<file path="config.mk">
export PLATFORM = sky130hd
export DESIGN_NAME = draw_sprite
export DESIGN_NICKNAME = d
export VERILOG_FILES = /design/src/rtl/draw_sprite.sv
export SDC_FILE = /design/constraint.sdc
export NUM_CORES = 1
export LEC_CHECK = 0
export BUFFER_PORTS_ARGS = -buffer_cell sky130_fd_sc_hd__clkbuf_2
export CAP_MARGIN = 20
export CELL_PAD_IN_SITES_DETAIL_PLACEMENT = 1
export CELL_PAD_IN_SITES_GLOBAL_PLACEMENT = 1
export CORE_MARGIN = 4
export CORE_UTILIZATION = 25
export CTS_CLUSTER_SIZE = 28
export DETAILED_ROUTE_END_ITERATION = 8
export PLACE_DENSITY_LB_ADDON = 0.12
export SKIP_CTS_REPAIR_TIMING = 1
export SLEW_MARGIN = 30
export SYNTH_ARGS = -nofsm -noshare
export SYNTH_HDL_FRONTEND = slang
export SYNTH_SLANG_ARGS = --single-unit
</file>
<file path="constraint.sdc">
create_clock -name clk -period 3.06 [get_ports clk]
set_input_delay 0.153 -clock clk [delete_from_list [all_inputs] [get_ports clk]]
set_output_delay 0.153 -clock clk [all_outputs]
set_load 0.05 [all_outputs]
</file>
<file path="src/rtl/draw_sprite.sv">
// draw_sprite
//   Overlays a ROM-backed, multi-frame animated sprite onto a VGA stream.
//   Sprite position, mirroring and visibility are sampled once per video
//   frame (rising edge of vblnk) so the sprite never tears mid-frame.
//   The sprite ROM is synchronous: pixel_addr is issued one clock after a
//   pixel enters, and the ROM word returns alongside the delayed timing.
//
// Ports
//   clk, rst          pixel clock, synchronous active-high reset
//   xpos, ypos        requested sprite top-left corner
//   mirror            draw horizontally flipped
//   visible           draw the sprite at all
//   anim_en           let the animation advance
//   rgb_pixel         ROM data (one clock after pixel_addr)
//   pixel_addr        ROM address {frame, row, col}
//   frame_idx         current animation frame
//   in_*              upstream timing/colour (hcount, hsync, hblnk,
//                     vcount, vsync, vblnk, rgb)
//   out_*             the same fields, 3 clocks later, with sprite overlaid
module draw_sprite #(
  parameter int          SPRITE_W    = 48,
  parameter int          SPRITE_H    = 64,
  parameter int          FRAMES      = 4,
  parameter int          FRAME_TICKS = 8,
  parameter logic [11:0] KEY_RGB     = 12'h0_0_0,
  parameter logic [11:0] BLANK_RGB   = 12'h8_8_8,
  localparam int COL_W  = $clog2(SPRITE_W),
  localparam int ROW_W  = $clog2(SPRITE_H),
  localparam int FRM_W  = (FRAMES > 1) ? $clog2(FRAMES) : 1,
  localparam int ADDR_W = FRM_W + ROW_W + COL_W
) (
  input  logic              clk,
  input  logic              rst,
  input  logic [11:0]       xpos,
  input  logic [11:0]       ypos,
  input  logic              mirror,
  input  logic              visible,
  input  logic              anim_en,
  input  logic [11:0]       rgb_pixel,
  output logic [ADDR_W-1:0] pixel_addr,
  output logic [FRM_W-1:0]  frame_idx,
  input  logic [11:0]       in_hcount,
  input  logic              in_hsync,
  input  logic              in_hblnk,
  input  logic [11:0]       in_vcount,
  input  logic              in_vsync,
  input  logic              in_vblnk,
  input  logic [11:0]       in_rgb,
  output logic [11:0]       out_hcount,
  output logic              out_hsync,
  output logic              out_hblnk,
  output logic [11:0]       out_vcount,
  output logic              out_vsync,
  output logic              out_vblnk,
  output logic [11:0]       out_rgb
);

  localparam int TICK_W = (FRAME_TICKS > 1) ? $clog2(FRAME_TICKS) : 1;

  // ---------------- frame latch and animation ----------------
  logic              vblnk_q;
  logic              armed;
  logic              frame_start;
  logic [11:0]       xl, yl;
  logic              ml, vl;
  logic [TICK_W-1:0] tick;

  // armed only sets once vblnk has been seen low, so leaving reset in the
  // middle of vertical blanking does not count as a frame start.
  assign frame_start = in_vblnk & ~vblnk_q & armed;

  always_ff @(posedge clk) begin
    if (rst) begin
      vblnk_q   <= 1'b0;
      armed     <= 1'b0;
      xl        <= '0;
      yl        <= '0;
      ml        <= 1'b0;
      vl        <= 1'b0;
      tick      <= '0;
      frame_idx <= '0;
    end else begin
      vblnk_q <= in_vblnk;
      if (!in_vblnk) armed <= 1'b1;
      if (frame_start) begin
        xl <= xpos;
        yl <= ypos;
        ml <= mirror;
        vl <= visible;
        if (anim_en) begin
          if (tick == TICK_W'(FRAME_TICKS - 1)) begin
            tick      <= '0;
            frame_idx <= (frame_idx == FRM_W'(FRAMES - 1)) ? '0
                                                           : frame_idx + FRM_W'(1);
          end else begin
            tick <= tick + TICK_W'(1);
          end
        end
      end
    end
  end

  // ---------------- stage 1: ROM address ----------------
  // Computed unconditionally; the hit test in stage 2 discards it outside
  // the sprite box.
  logic [ROW_W-1:0] row;
  logic [COL_W-1:0] col_raw, col;

  assign row     = ROW_W'(in_vcount - yl);
  assign col_raw = COL_W'(in_hcount - xl);
  assign col     = ml ? COL_W'(SPRITE_W - 1) - col_raw : col_raw;

  // ---------------- timing delay line ----------------
  logic [11:0] d1_hcount, d1_vcount, d1_rgb;
  logic        d1_hsync, d1_hblnk, d1_vsync, d1_vblnk;
  logic [11:0] hcount_buf, vcount_buf, rgb_buf;
  logic        hsync_buf, hblnk_buf, vsync_buf, vblnk_buf;

  always_ff @(posedge clk) begin
    if (rst) begin
      pixel_addr <= '0;
      d1_hcount  <= '0;
      d1_hsync   <= 1'b0;
      d1_hblnk   <= 1'b0;
      d1_vcount  <= '0;
      d1_vsync   <= 1'b0;
      d1_vblnk   <= 1'b0;
      d1_rgb     <= '0;
      hcount_buf <= '0;
      hsync_buf  <= 1'b0;
      hblnk_buf  <= 1'b0;
      vcount_buf <= '0;
      vsync_buf  <= 1'b0;
      vblnk_buf  <= 1'b0;
      rgb_buf    <= '0;
    end else begin
      pixel_addr <= {frame_idx, row, col};
      d1_hcount  <= in_hcount;
      d1_hsync   <= in_hsync;
      d1_hblnk   <= in_hblnk;
      d1_vcount  <= in_vcount;
      d1_vsync   <= in_vsync;
      d1_vblnk   <= in_vblnk;
      d1_rgb     <= in_rgb;
      hcount_buf <= d1_hcount;
      hsync_buf  <= d1_hsync;
      hblnk_buf  <= d1_hblnk;
      vcount_buf <= d1_vcount;
      vsync_buf  <= d1_vsync;
      vblnk_buf  <= d1_vblnk;
      rgb_buf    <= d1_rgb;
    end
  end

  // ---------------- stage 2: hit test and colour ----------------
  // Box ends are 13 bits wide so a sprite near x/y = 4095 clips at the
  // screen edge instead of wrapping around to 0.
  logic [12:0] x_end, y_end;
  logic        hit;
  logic [11:0] rgb_sel;

  assign x_end = {1'b0, xl} + 13'(SPRITE_W);
  assign y_end = {1'b0, yl} + 13'(SPRITE_H);
  assign hit   = vl
               & (vcount_buf >= yl) & ({1'b0, vcount_buf} < y_end)
               & (hcount_buf >= xl) & ({1'b0, hcount_buf} < x_end);

  always_comb begin
    rgb_sel = rgb_buf;
    if (vblnk_buf | hblnk_buf)
      rgb_sel = BLANK_RGB;
    else if (hit && (rgb_pixel != KEY_RGB))
      rgb_sel = rgb_pixel;
  end

  always_ff @(posedge clk) begin
    if (rst) begin
      out_hcount <= '0;
      out_hsync  <= 1'b0;
      out_hblnk  <= 1'b0;
      out_vcount <= '0;
      out_vsync  <= 1'b0;
      out_vblnk  <= 1'b0;
      out_rgb    <= '0;
    end else begin
      out_hcount <= hcount_buf;
      out_hsync  <= hsync_buf;
      out_hblnk  <= hblnk_buf;
      out_vcount <= vcount_buf;
      out_vsync  <= vsync_buf;
      out_vblnk  <= vblnk_buf;
      out_rgb    <= rgb_sel;
    end
  end

endmodule

</file>
==> summary.txt, run 1 <==
Floorplanning
  – Die Ht: 168 um
  – Die Width: 168 um
  – Rows: 58
  – Ports: 137
  – Die ar.: 28,100 um^2
  – Starting Density: 25.4%
  – Core outline area: approximately 25,000 um^2

Synth
  – Syn Nets: 778
  – Seq/Total Area, Yosys: 52.2%
  – Cells after synthesis: between 600 and 700
  – Netlist cell types: 38
  – Synth Flop Type: dfxtp_1
  – Yosys warning count: 0
  – Post-synth EDFFs: 0
  – Async set-or-reset flop fraction in the synthesized netlist: 0%
  – Flops & latches, synth: around 170
  – Avg Cell Area, Syn: 9.93 um^2
  – Post-Synthesis Cell Area: 6370 um^2

Power
  – Sw frac: 25.8%
  – Leak pwr: roughly 3.8 nW
  – NetSw: about 1.3 mW
  – Internal power: roughly 3.8 mW
  – Clock Power Share: 43.2%
  – Pwr/cell area: 586 nW/um^2
  – Comb pwr share: about an eighth
  – Flop pwr share: 44.8%
  – VDD IR max: roughly 0.32 mV

Layout
  – Layout Cells excl Fill: about 1,200
  – P&R area growth vs syn: 37.4%
  – Nets@finish: 981
  – Final instance area: 8760 um^2
  – Final Util: 34.9%
  – Antenna cells: 0
  – Share of post-route cells with drive strength above 1: 22.7%

Detailed routing
  – Post-route DRC: 0
  – DR WL/cell: approximately 14 um
  – Starting DRT DRC Count: approximately 120
  – Remaining antenna violation count after routing: 0
  – Avg Vias per Cell: between 4 and 5
  – 1st-pass router iterations: 4
  – Routed via count: 4,928
  – Drt total wl: 16,400 um

Clock network
  – Clk_lat worst skew: 0.42 ns
  – CTS buffer count: 17
  – CTS Root Cell: clkbuf_16
  – Deepest clock path buffer count: 2
  – H-tree depth: 4
  – CTS clk-pin slew, worst paths: 0.06 ns
  – Clk sinks: 166
  – CTS tree: yes

Timing
  – Worst slew pin tran: ~0.73 ns
  – Period utilization: between 90% and 100%
  – Clock skew: 0.0112 ns
  – Max Fclk: between 300 and 400 MHz
  – Hold WS: -0.00942 ns
  – Fin crit period: ~2.9 ns
  – Final hold violations: 2
  – Final setup vio count: 0
  – Max_slew headroom: ~50%
  – Max-slew violation total from the final report: 0
  – RSZ-0062 raised after global routing: no

Critical path
  – WP data arrival: 3.14 ns
  – Crit. End Element: register
  – R2r startpoint: yl[7]
  – Required time of the critical path: 3.33 ns
  – Reg2Reg Setup Slack: 0.20 ns
  – Reg2reg end: out_rgb[11]
  – Setup crit end: out_rgb[11]
  – Worst r2r path cells: 12
  – Crit start category: register
  – Setup Crit Path Kind: register to register
  – Crit-path max FO: 12
  – Critical Path Start: yl[7]

Placement
  – Placed insts: 1,091
  – Post-DP HPWL: 12,000 um
  – GPL Wtd Cong: 0.773
  – Placement Cell Area: 7450 um^2
  – Number of port buffers: 136

Flow run
  – Max_cap viols: 0

Hold path
  – Min-delay worst type: input port to register

GRT
  – Total GRT Usage: around an eighth
  – Largest net degree at the start of global routing: between 80 and 90
  – Initial antenna violation count: 0
  – Vias in the first global route: 5,195
  – Global-route wire length before repair: 26,200 um
  – Grt ovf: 0

Outcome
  – Status: finished with violations
  – Failing checks: hold timing
## critical path: stages (launching register included)
cell	delay (ns)
dfxtp_1	0.33
ha_2	0.20
nand3_2	0.12
xnor2_2	0.15
ha_1	0.30
a21o_1	0.19
a21oi_1	0.14
o211ai_1	0.09
a311oi_1	0.28
or4b_4	0.51
buf_8	0.18
mux2i_1	0.15
a21oi_1	0.08
## worst min-delay path by stage
| stage | from | end | slack [ns] | cells past startpoint |
|---|---|---|---|---|
| finish | rgb_pixel[4] | out_rgb[4] | -0.009 | 3 |
| global route | rgb_pixel[4] | out_rgb[4] | 0.001 | 3 |
| CTS | in_rgb[8] | d1_rgb[8] | -0.08 | 2 |
| detailed placement | in_rgb[8] | d1_rgb[8] | 0.37 | 2 |
| global placement | in_vblnk | armed | 0.36 | 2 |
| floorplan | in_vblnk | armed | 0.25 | 1 |
## kinds of logic (layout without fill, tap and decap cells)
logic type | Yosys count | count (layout) | synth area share [%]
AND/OR/NAND/NOR | 243 | 243 | 20.1
flip-flops | 166 | 166 | 52.2
AO/OA/AOI/OAI | 81 | 81 | 7.64
buffers and inverters | 59 | 275 | 3.61
adder cells (fa/ha/maj) | 55 | 55 | 11.0
XOR/XNOR | 25 | 25 | 3.44
multiplexers | 13 | 13 | 2.04
## layout by cell type, fill, tap and decap left out, types with 5 or more instances in the layout
| master | Yosys | layout |
|---|---|---|
| dfxtp_1 | 166 | 164 |
| nor2b_1 | 108 | 108 |
| inv_1 | 29 | 29 |
| dlygate4sd3_1 | 0 | 65 |
| clkbuf_2 | 0 | 135 |
| nor2_1 | 34 | 33 |
| a21oi_1 | 48 | 48 |
| clkbuf_16 | 0 | 17 |
| mux2i_1 | 13 | 13 |
| ha_1 | 53 | 51 |
| xnor2_1 | 16 | 15 |
| xor2_1 | 9 | 9 |
| nand2_1 | 59 | 59 |
| o21ai_0 | 5 | 5 |
| nand3_1 | 15 | 14 |
| buf_4 | 0 | 9 |
| nor4_1 | 5 | 5 |
| nor3_1 | 7 | 6 |
| a21o_1 | 12 | 12 |
## cell type report
| type | instances | area [um^2] |
|---|---|---|
| clock buffers | 20 | 467 |
| clock inverters | 12 | 143 |
| fillers | 2940 | 16400 |
| inverters | 32 | 120 |
| multi-input cells | 417 | 2860 |
| flip-flops and latches | 166 | 3330 |
| well taps | 330 | 413 |
| repair buffers | 211 | 1430 |
## layer usage
layer	share of wire, %	global-route usage [%]
met5	0	0
met4	1.1	3.60
met3	5.0	3.42
met2	47	19.2
met1	47	14.9
## power groups by stage
| stage | sequential [mW] | combinational [mW] | clock [mW] |
|---|---|---|---|
| 4_1_cts | 2.30 | 0.558 | 2.31 |
| 3_3_place_gp | 2.34 | 0.545 | 0 |
| 3_5_place_dp | 2.35 | 0.554 | 0 |
| 2_1_floorplan | 2.45 | 0.257 | 0 |
| 5_1_grt | 2.31 | 0.682 | 2.41 |
| 6_report | 2.30 | 0.615 | 2.22 |
## synth_stat cells (all sizes together), types with 12 or more instances
cell type    n  share of area (%)
dfxtp      166                 52
nor2b      108                 11
nand2       59                3.5
ha          53                 10
a21oi       48                3.8
nor2        34                2.0
inv         32                1.9
clkbuf      23                1.4
xnor2       16                2.2
nand3       15                1.2
mux2i       13                2.0
a21o        12                1.4
## metrics by stage
stage	hold WS (ns)	total power, mW	worst slack (ns)	TNS (ns)
global route	0.00141	5.40	0.00864	0
detailed placement	0.373	2.90	0.0224	0
global placement	0.363	2.89	0.159	0
CTS	-0.0836	5.17	-0.00802	-0.00807
finish	-0.00942	5.13	0.195	0
floorplan	0.249	2.71	0.238	0
## flip-flops by register name, summed over array words and instances, names as in the netlist, 2 cells and up
signal / flops
d1_rgb: 12
tick: 3
out_hcount: 12
d1_vcount: 12
rgb_buf: 12
pixel_addr: 14
xl: 12
d1_hcount: 12
out_rgb: 12
out_vcount: 12
frame_idx: 2
yl: 12
hcount_buf: 12
vcount_buf: 12
Power figures use the tool's default switching activity.
==> run 2: changes to the inputs <==
--- a/config.mk
+++ b/config.mk
@@ -11,9 +11,11 @@
 export CELL_PAD_IN_SITES_GLOBAL_PLACEMENT = 1
 export CORE_MARGIN = 4
 export CORE_UTILIZATION = 25
+export CTS_CLUSTER_DIAMETER = 200
 export CTS_CLUSTER_SIZE = 28
 export DETAILED_ROUTE_END_ITERATION = 8
 export PLACE_DENSITY_LB_ADDON = 0.12
+export RECOVER_POWER = 25
 export SKIP_CTS_REPAIR_TIMING = 1
 export SLEW_MARGIN = 30
 export SYNTH_ARGS = -nofsm -noshare
==> run 2 against run 1 <==
The flow finishes with violations (hold timing, capacitance limit, slew limit). Routed wire length barely moved. Clock skew down 0.0012 ns. Critical path depth stayed put. Critical path type unchanged. Critical endpoint unchanged. Largest power group unchanged. Highest routed layer unchanged.
==> summary.txt, run 2 (synthesis results as in run 1) <==
Power
  – Pwr/cell area: 587 nW/um^2 (+0.16%)
  – Total power draw: 5.13 mW (about the same)
  – Leak pwr: 3.82 nW (-0.29%)
  – VDD IR max: 0.313 mV (-1.3%)

Clock network
  – CTS tree: yes
  – CTS clk-pin slew, worst paths: 0.07 ns (about the same)
  – CTS buffer count: 17 (unchanged)
  – H-tree depth: 4 (unchanged)
  – CTS Root Cell: clkbuf_16
  – Deepest clock path buffer count: 2 (unchanged)
  – Clk sinks: 166 (unchanged)
  – Clk_lat worst skew: 0.42 ns (about the same)

Critical path
  – Crit start category: register
  – Worst path cell trace: ha_2, nand3_2, xnor2_2, ha_1, a21o_1, a21oi_1, o211ai_1, a311oi_1, or4b_4, buf_8, mux2i_1, a21oi_1
  – CP most frequent cell: a21oi_1
  – Required time of the critical path: 3.34 ns (about the same)
  – WP data arrival: 3.14 ns (about the same)
  – CP max stage delay: 0.51 ns (about the same)
  – Crit. End Element: register
  – Reg2Reg Setup Slack: 0.19 ns (about the same)
  – Crit-path max FO: 12 (unchanged)
  – CP max-delay cell: or4b_4
  – Setup Crit Path Kind: register to register

GRT
  – Largest net degree at the start of global routing: 89 (unchanged)
  – Total GRT Usage: 11.7% (unchanged)
  – Vias in the first global route: 5,195 (unchanged)
  – GRT met2 Usage: 19.2% (unchanged)
  – Initial antenna violation count: 0 (unchanged)
  – Grt ovf: 0 (unchanged)
  – Met1 Resource Use GR: 14.9% (unchanged)
  – GR Util met3: 3.42% (unchanged)
  – Global route hottest layer: met2
  – Global-route wire length before repair: 26,200 um (unchanged)

Floorplanning
  – Core outline area: 25,100 um^2 (unchanged)
  – Die ar.: 28,100 um^2 (unchanged)
  – Die Width: 168 um (unchanged)
  – Ports: 137 (unchanged)
  – Rows: 58 (unchanged)
  – Die Ht: 168 um (unchanged)
  – Starting Density: 25.4% (unchanged)

Detailed routing
  – Remaining antenna violation count after routing: 0 (unchanged)
  – 1st-pass router iterations: 4 (unchanged)
  – Avg Vias per Cell: 4.15 (+0.12%)
  – Drt total wl: 16,400 um (about the same)
  – Routed via count: 4,934 (+0.12%)
  – DR WL/cell: 13.8 um (about the same)
  – Post-route DRC: 0 (unchanged)
  – Starting DRT DRC Count: 109 (-5.2%)

Timing
  – Final hold violations: 2 (unchanged)
  – Final setup vio count: 0 (unchanged)
  – Max_slew headroom: -19.8% (-71 points)
  – Max Fclk: 349 MHz (about the same)
  – Hold WS: -0.0101 ns (-0.000649 ns)
  – Clock skew: 0.00992 ns (-0.00123 ns)
  – RSZ-0062 raised after global routing: no
  – Setup tns final: 0 ns (unchanged)
  – Fin crit period: 2.87 ns (+0.000685 ns)
  – Max-slew violation total from the final report: 89 (+89)
  – Worst slew pin tran: 1.80 ns (+1.07 ns)
  – Period utilization: 93.6% (about the same)

Outcome
  – Failing checks: hold timing, capacitance limit, slew limit
  – Status: finished with violations

Layout
  – Most common cell after layout, fill and taps aside: dfxtp_1
  – Max reg flops: 14 (unchanged)
  – Antenna cells: 0 (unchanged)
  – Final instance area: 8740 um^2 (-0.20%)
  – Nets@finish: 981 (unchanged)
  – Commonest non-fill, non-tap cells in the layout: 164 x dfxtp_1, 134 x clkbuf_2, 108 x nor2b_1, 65 x dlygate4sd3_1, 59 x nand2_1
  – P&R area growth vs syn: 37.1%
  – Share of post-route cells with drive strength above 1: 22.5% (-0.23 points)
  – Reg with most FFs: pixel_addr

Flow run
  – Max_cap viols: 1 (+1)

Placement
  – Number of port buffers: 136 (unchanged)
  – Placement Cell Area: 7450 um^2 (unchanged)
  – Post-DP HPWL: 12,000 um (unchanged)
  – GPL Wtd Cong: 0.773 (unchanged)

Hold path
  – Min-delay worst type: input port to register
[run 2: cell types whose count changed in the layout (fill, tap and decap cells not counted)]
| cell | delta |
|---|---|
| clkbuf_2 | -1 |
| buf_12 | -1 |
| clkbuf_1 | +2 |
[run 2: report_power, final]
group / internal [mW] / leakage [nW] / switching (mW)
Clock: 1.28 / 0.292 / 0.932
Sequential: 2.26 / 1.36 / 0.0399
Combinational: 0.261 / 2.16 / 0.352
Total: 3.80 / 3.82 / 1.32
[run 2: area by class of cell]
type	instances	area, um^2
fillers	2944	16400
flip-flops and latches	166	3330
multi-input cells	417	2860
repair buffers	211	1410
clock buffers	20	467
well taps	330	413
clock inverters	12	143
inverters	32	120
[run 2: worst max-delay path, delay by kind of cell, from the launching register on]
kind | cells | cell delay [ns]
AOI/OAI and AO/OA | 5 | 0.78
and+or+nand+nor | 2 | 0.63
adders and majority gates | 2 | 0.49
DFF | 1 | 0.33
buffers and inverters | 1 | 0.18
xor gates and xnor gates | 1 | 0.15
muxes | 1 | 0.15
[run 2: final timing paths]
| kind | from | to | depth (start not counted) |
|---|---|---|---|
| max reg2reg | yl[6] | out_rgb[11] | 12 |
| min reg2reg | d1_rgb[11] | rgb_buf[11] | 1 |
| min | rgb_pixel[4] | out_rgb[4] | 3 |
| max | yl[6] | out_rgb[11] | 12 |
[run 2: per-stage QoR]
stage                     setup slack [ns]  instances  hold WS, ns  utilization [%]
after floorplan                      0.238        642        0.249                -
final                                0.195       1188      -0.0101             34.8
after global routing               0.00962       1188      0.00141             34.8
after CTS                         -0.00802       1123      -0.0836             32.1
after detailed placement            0.0224       1091        0.373             29.7
after global placement               0.159       1091        0.363             29.7
[run 2: layer usage]
metal,up-vias,share of wire [%]
met5,-,0
met4,0,1.2
li1,2518,-
met2,95,47
met1,2307,47
met3,14,4.9
==> run 3: changes to the inputs <==
==> constraint.sdc (replaced) <==
create_clock -name clk -period 3.06 [get_ports clk]
set_input_delay 0.459 -clock clk [delete_from_list [all_inputs] [get_ports clk]]
set_output_delay 0.459 -clock clk [all_outputs]
set_load 0.05 [all_outputs]
==> run 3 against run 2 <==
The flow finishes with violations (capacitance limit, slew limit). Clock skew is 0.00080 ns lower. Via count is 4.9% lower. Setup slack hardly changed. Combinational power is 11% lower.
==> summary.txt, run 3 (synthesis results as in run 1) <==
Power
  – Pwr/cell area: 627 nW/um^2 (+6.9%)
  – Comb pwr share: 10.8% (-1.2 points)
  – Internal power: 3.75 mW (-1.5%)
  – Sw frac: 25.9% (+0.11 points)
  – NetSw: 1.31 mW (-0.92%)
  – Leak pwr: 3.55 nW (-7.0%)
  – Clock Power Share: 43.8% (+0.6 points)
  – Flop pwr share: 45.4% (+0.6 points)
  – VDD IR max: 0.284 mV (-9.2%)

Timing
  – Clock skew: 0.00913 ns (-0.000800 ns)
  – Worst slew pin tran: 1.85 ns (+0.0525 ns)
  – Max Fclk: 349 MHz (about the same)
  – Setup tns final: 0 ns (unchanged)
  – Final hold violations: 0 (-2)
  – Max-slew violation total from the final report: 89 (unchanged)
  – Max_slew headroom: -23.3% (-3.5 points)
  – Fin crit period: 2.87 ns (+0.000225 ns)
  – Final setup vio count: 0 (unchanged)
  – Period utilization: 93.6% (about the same)

Critical path
  – Required time of the critical path: 3.36 ns (+0.02 ns)
  – Reg2reg end: out_rgb[11]
  – Instance count on the critical path: 13 (+1)
  – CP max stage delay: 0.56 ns (+0.05 ns)
  – Worst path cell trace: inv_1, ha_1, nor3_2, xnor2_1, ha_1, nand4_1, nor2_1, a211oi_2, a211oi_1, or4b_1, buf_6, mux2i_1, a21oi_1
  – Critical Path Start: xl[5]
  – Largest delay share family, worst path: simple AND/OR/NAND/NOR gates
  – Setup crit end: out_rgb[11]
  – CP max-delay cell: or4b_1
  – WP data arrival: 3.16 ns (+0.02 ns)
  – Setup Crit Path Kind: register to register
  – Crit-path max FO: 12 (unchanged)
  – Reg2Reg Setup Slack: 0.19 ns (about the same)
  – Crit. End Element: register
  – Crit start category: register
  – Bufs and invs on worst path: 2 (+1)
  – R2r startpoint: xl[5]
  – Worst r2r path cells: 13 (+1)
  – CP most frequent cell: ha_1

Layout
  – P&R area growth vs syn: 26.6%
  – Share of post-route cells with drive strength above 1: 23.8% (+1.3 points)
  – Commonest non-fill, non-tap cells in the layout: 166 x dfxtp_1, 136 x clkbuf_2, 108 x nor2b_1, 59 x nand2_1, 53 x ha_1
  – Most common cell after layout, fill and taps aside: dfxtp_1
  – Reg with most FFs: pixel_addr
  – Final Util: 32.1% (-2.7 points)
  – Antenna cells: 0 (unchanged)
  – Nets@finish: 917 (-6.5%)
  – Max reg flops: 14 (unchanged)

GRT
  – Total GRT Usage: 11.8% (+0.083 points)
  – Grt ovf: 0 (unchanged)
  – Met1 Resource Use GR: 15.3% (+0.35 points)
  – Largest net degree at the start of global routing: 89 (unchanged)
  – Initial antenna violation count: 0 (unchanged)
  – GR Util met3: 3.19% (-0.24 points)
  – Vias in the first global route: 5,092 (-2.0%)
  – GRT met2 Usage: 19.1% (-0.053 points)
  – Global route hottest layer: met2
  – Global-route wire length before repair: 26,500 um (+1.1%)

Clock network
  – CTS tree: yes
  – Clk sinks: 166 (unchanged)
  – CTS Root Cell: clkbuf_16
  – H-tree depth: 4 (unchanged)
  – Deepest clock path buffer count: 2 (unchanged)
  – Clk_lat worst skew: 0.42 ns (about the same)
  – CTS buffer count: 17 (unchanged)
  – CTS clk-pin slew, worst paths: 0.07 ns (about the same)

Outcome
  – Status: finished with violations
  – Failing checks: capacitance limit, slew limit

Floorplanning
  – Starting Density: 25.4% (unchanged)
  – Die ar.: 28,100 um^2 (unchanged)
  – Ports: 137 (unchanged)
  – Rows: 58 (unchanged)
  – Core outline area: 25,100 um^2 (unchanged)
  – Die Ht: 168 um (unchanged)
  – Die Width: 168 um (unchanged)

Detailed routing
  – Starting DRT DRC Count: 137 (+26%)
  – Drt total wl: 16,100 um (-1.9%)
  – Post-route DRC: 0 (unchanged)
  – DR WL/cell: 14.3 um (+3.6%)
  – Remaining antenna violation count after routing: 0 (unchanged)
  – Avg Vias per Cell: 4.17 (+0.49%)
  – 1st-pass router iterations: 4 (unchanged)
  – Routed via count: 4,691 (-4.9%)

Placement
  – GPL Wtd Cong: 0.771 (-0.25%)
  – Post-DP HPWL: 12,200 um (+1.2%)
  – Number of port buffers: 136 (unchanged)

Flow run
  – Max_cap viols: 1 (unchanged)

Hold path
  – Min-delay worst type: input port to register
[run 3: changes by cell type in the layout (fill, tap and decap cells not counted), moves of 2 or more]
cell and delta:
dlygate4sd3_1 -65, clkbuf_1 -2, clkbuf_2 +2, dfxtp_1 +2, dfxtp_2 -2, ha_1 +2, ha_2 -2
[run 3: routing by layer]
layer	vias to the layer above	wire length [um]	share of wire, %
met1	2198	7720	48
met5	-	0	0
met2	91	7540	47
met4	0	196	1.2
li1	2391	-	-
met3	11	669	4.1
[run 3: how the worst min path moves through the flow]
stage | depth (start not counted) | slack [ns] | from | to
floorplan | 1 | 0.41 | d1_hblnk | hblnk_buf
global placement | 1 | 0.42 | d1_vcount[4] | vcount_buf[4]
detailed placement | 1 | 0.42 | d1_vcount[0] | vcount_buf[0]
CTS | 2 | 0.23 | in_hcount[7] | d1_hcount[7]
global route | 2 | 0.23 | in_vcount[7] | d1_vcount[7]
finish | 2 | 0.25 | in_vcount[6] | d1_vcount[6]
[run 3: stage by stage]
| step | setup slack, ns | cells | power, mW | instance area, um^2 | hold slack (ns) |
|---|---|---|---|---|---|
| global route | -0.0199 | 1124 | 5.32 | 8070 | 0.231 |
| finish | 0.194 | 1124 | 5.06 | 8070 | 0.249 |
| detailed placement | 0.0872 | 1092 | 2.90 | 7460 | 0.424 |
| global placement | 0.172 | 1092 | 2.89 | 7460 | 0.417 |
| floorplan | 0.238 | 642 | 2.71 | 6370 | 0.414 |
| CTS | 0.0826 | 1124 | 5.17 | 8060 | 0.228 |
[run 3: worst register-to-register path: stages, from the launching register on]
cell and delay (ns):
dfxtp_1 0.34, inv_1 0.08, ha_1 0.25, nor3_2 0.16, xnor2_1 0.15, ha_1 0.28
nand4_1 0.14, nor2_1 0.07, a211oi_2 0.20, a211oi_1 0.10, or4b_1 0.56, buf_6 0.19
mux2i_1 0.16, a21oi_1 0.08
[run 3: final cells by class]
type | count | area (um^2)
tap | 330 | 413
inverter | 32 | 120
clock inverter | 12 | 140
sequential | 166 | 3320
timing repair buffer | 147 | 767
clock buffer | 20 | 467
multi-input combinational | 417 | 2840
fill | 2947 | 17000
[run 3: power by group through the flow]
stage | clock network [mW] | registers [mW] | logic (mW)
3_3_place_gp | 0 | 2.34 | 0.546
3_5_place_dp | 0 | 2.35 | 0.553
2_1_floorplan | 0 | 2.45 | 0.257
4_1_cts | 2.32 | 2.30 | 0.557
5_1_grt | 2.40 | 2.31 | 0.609
6_report | 2.22 | 2.30 | 0.545
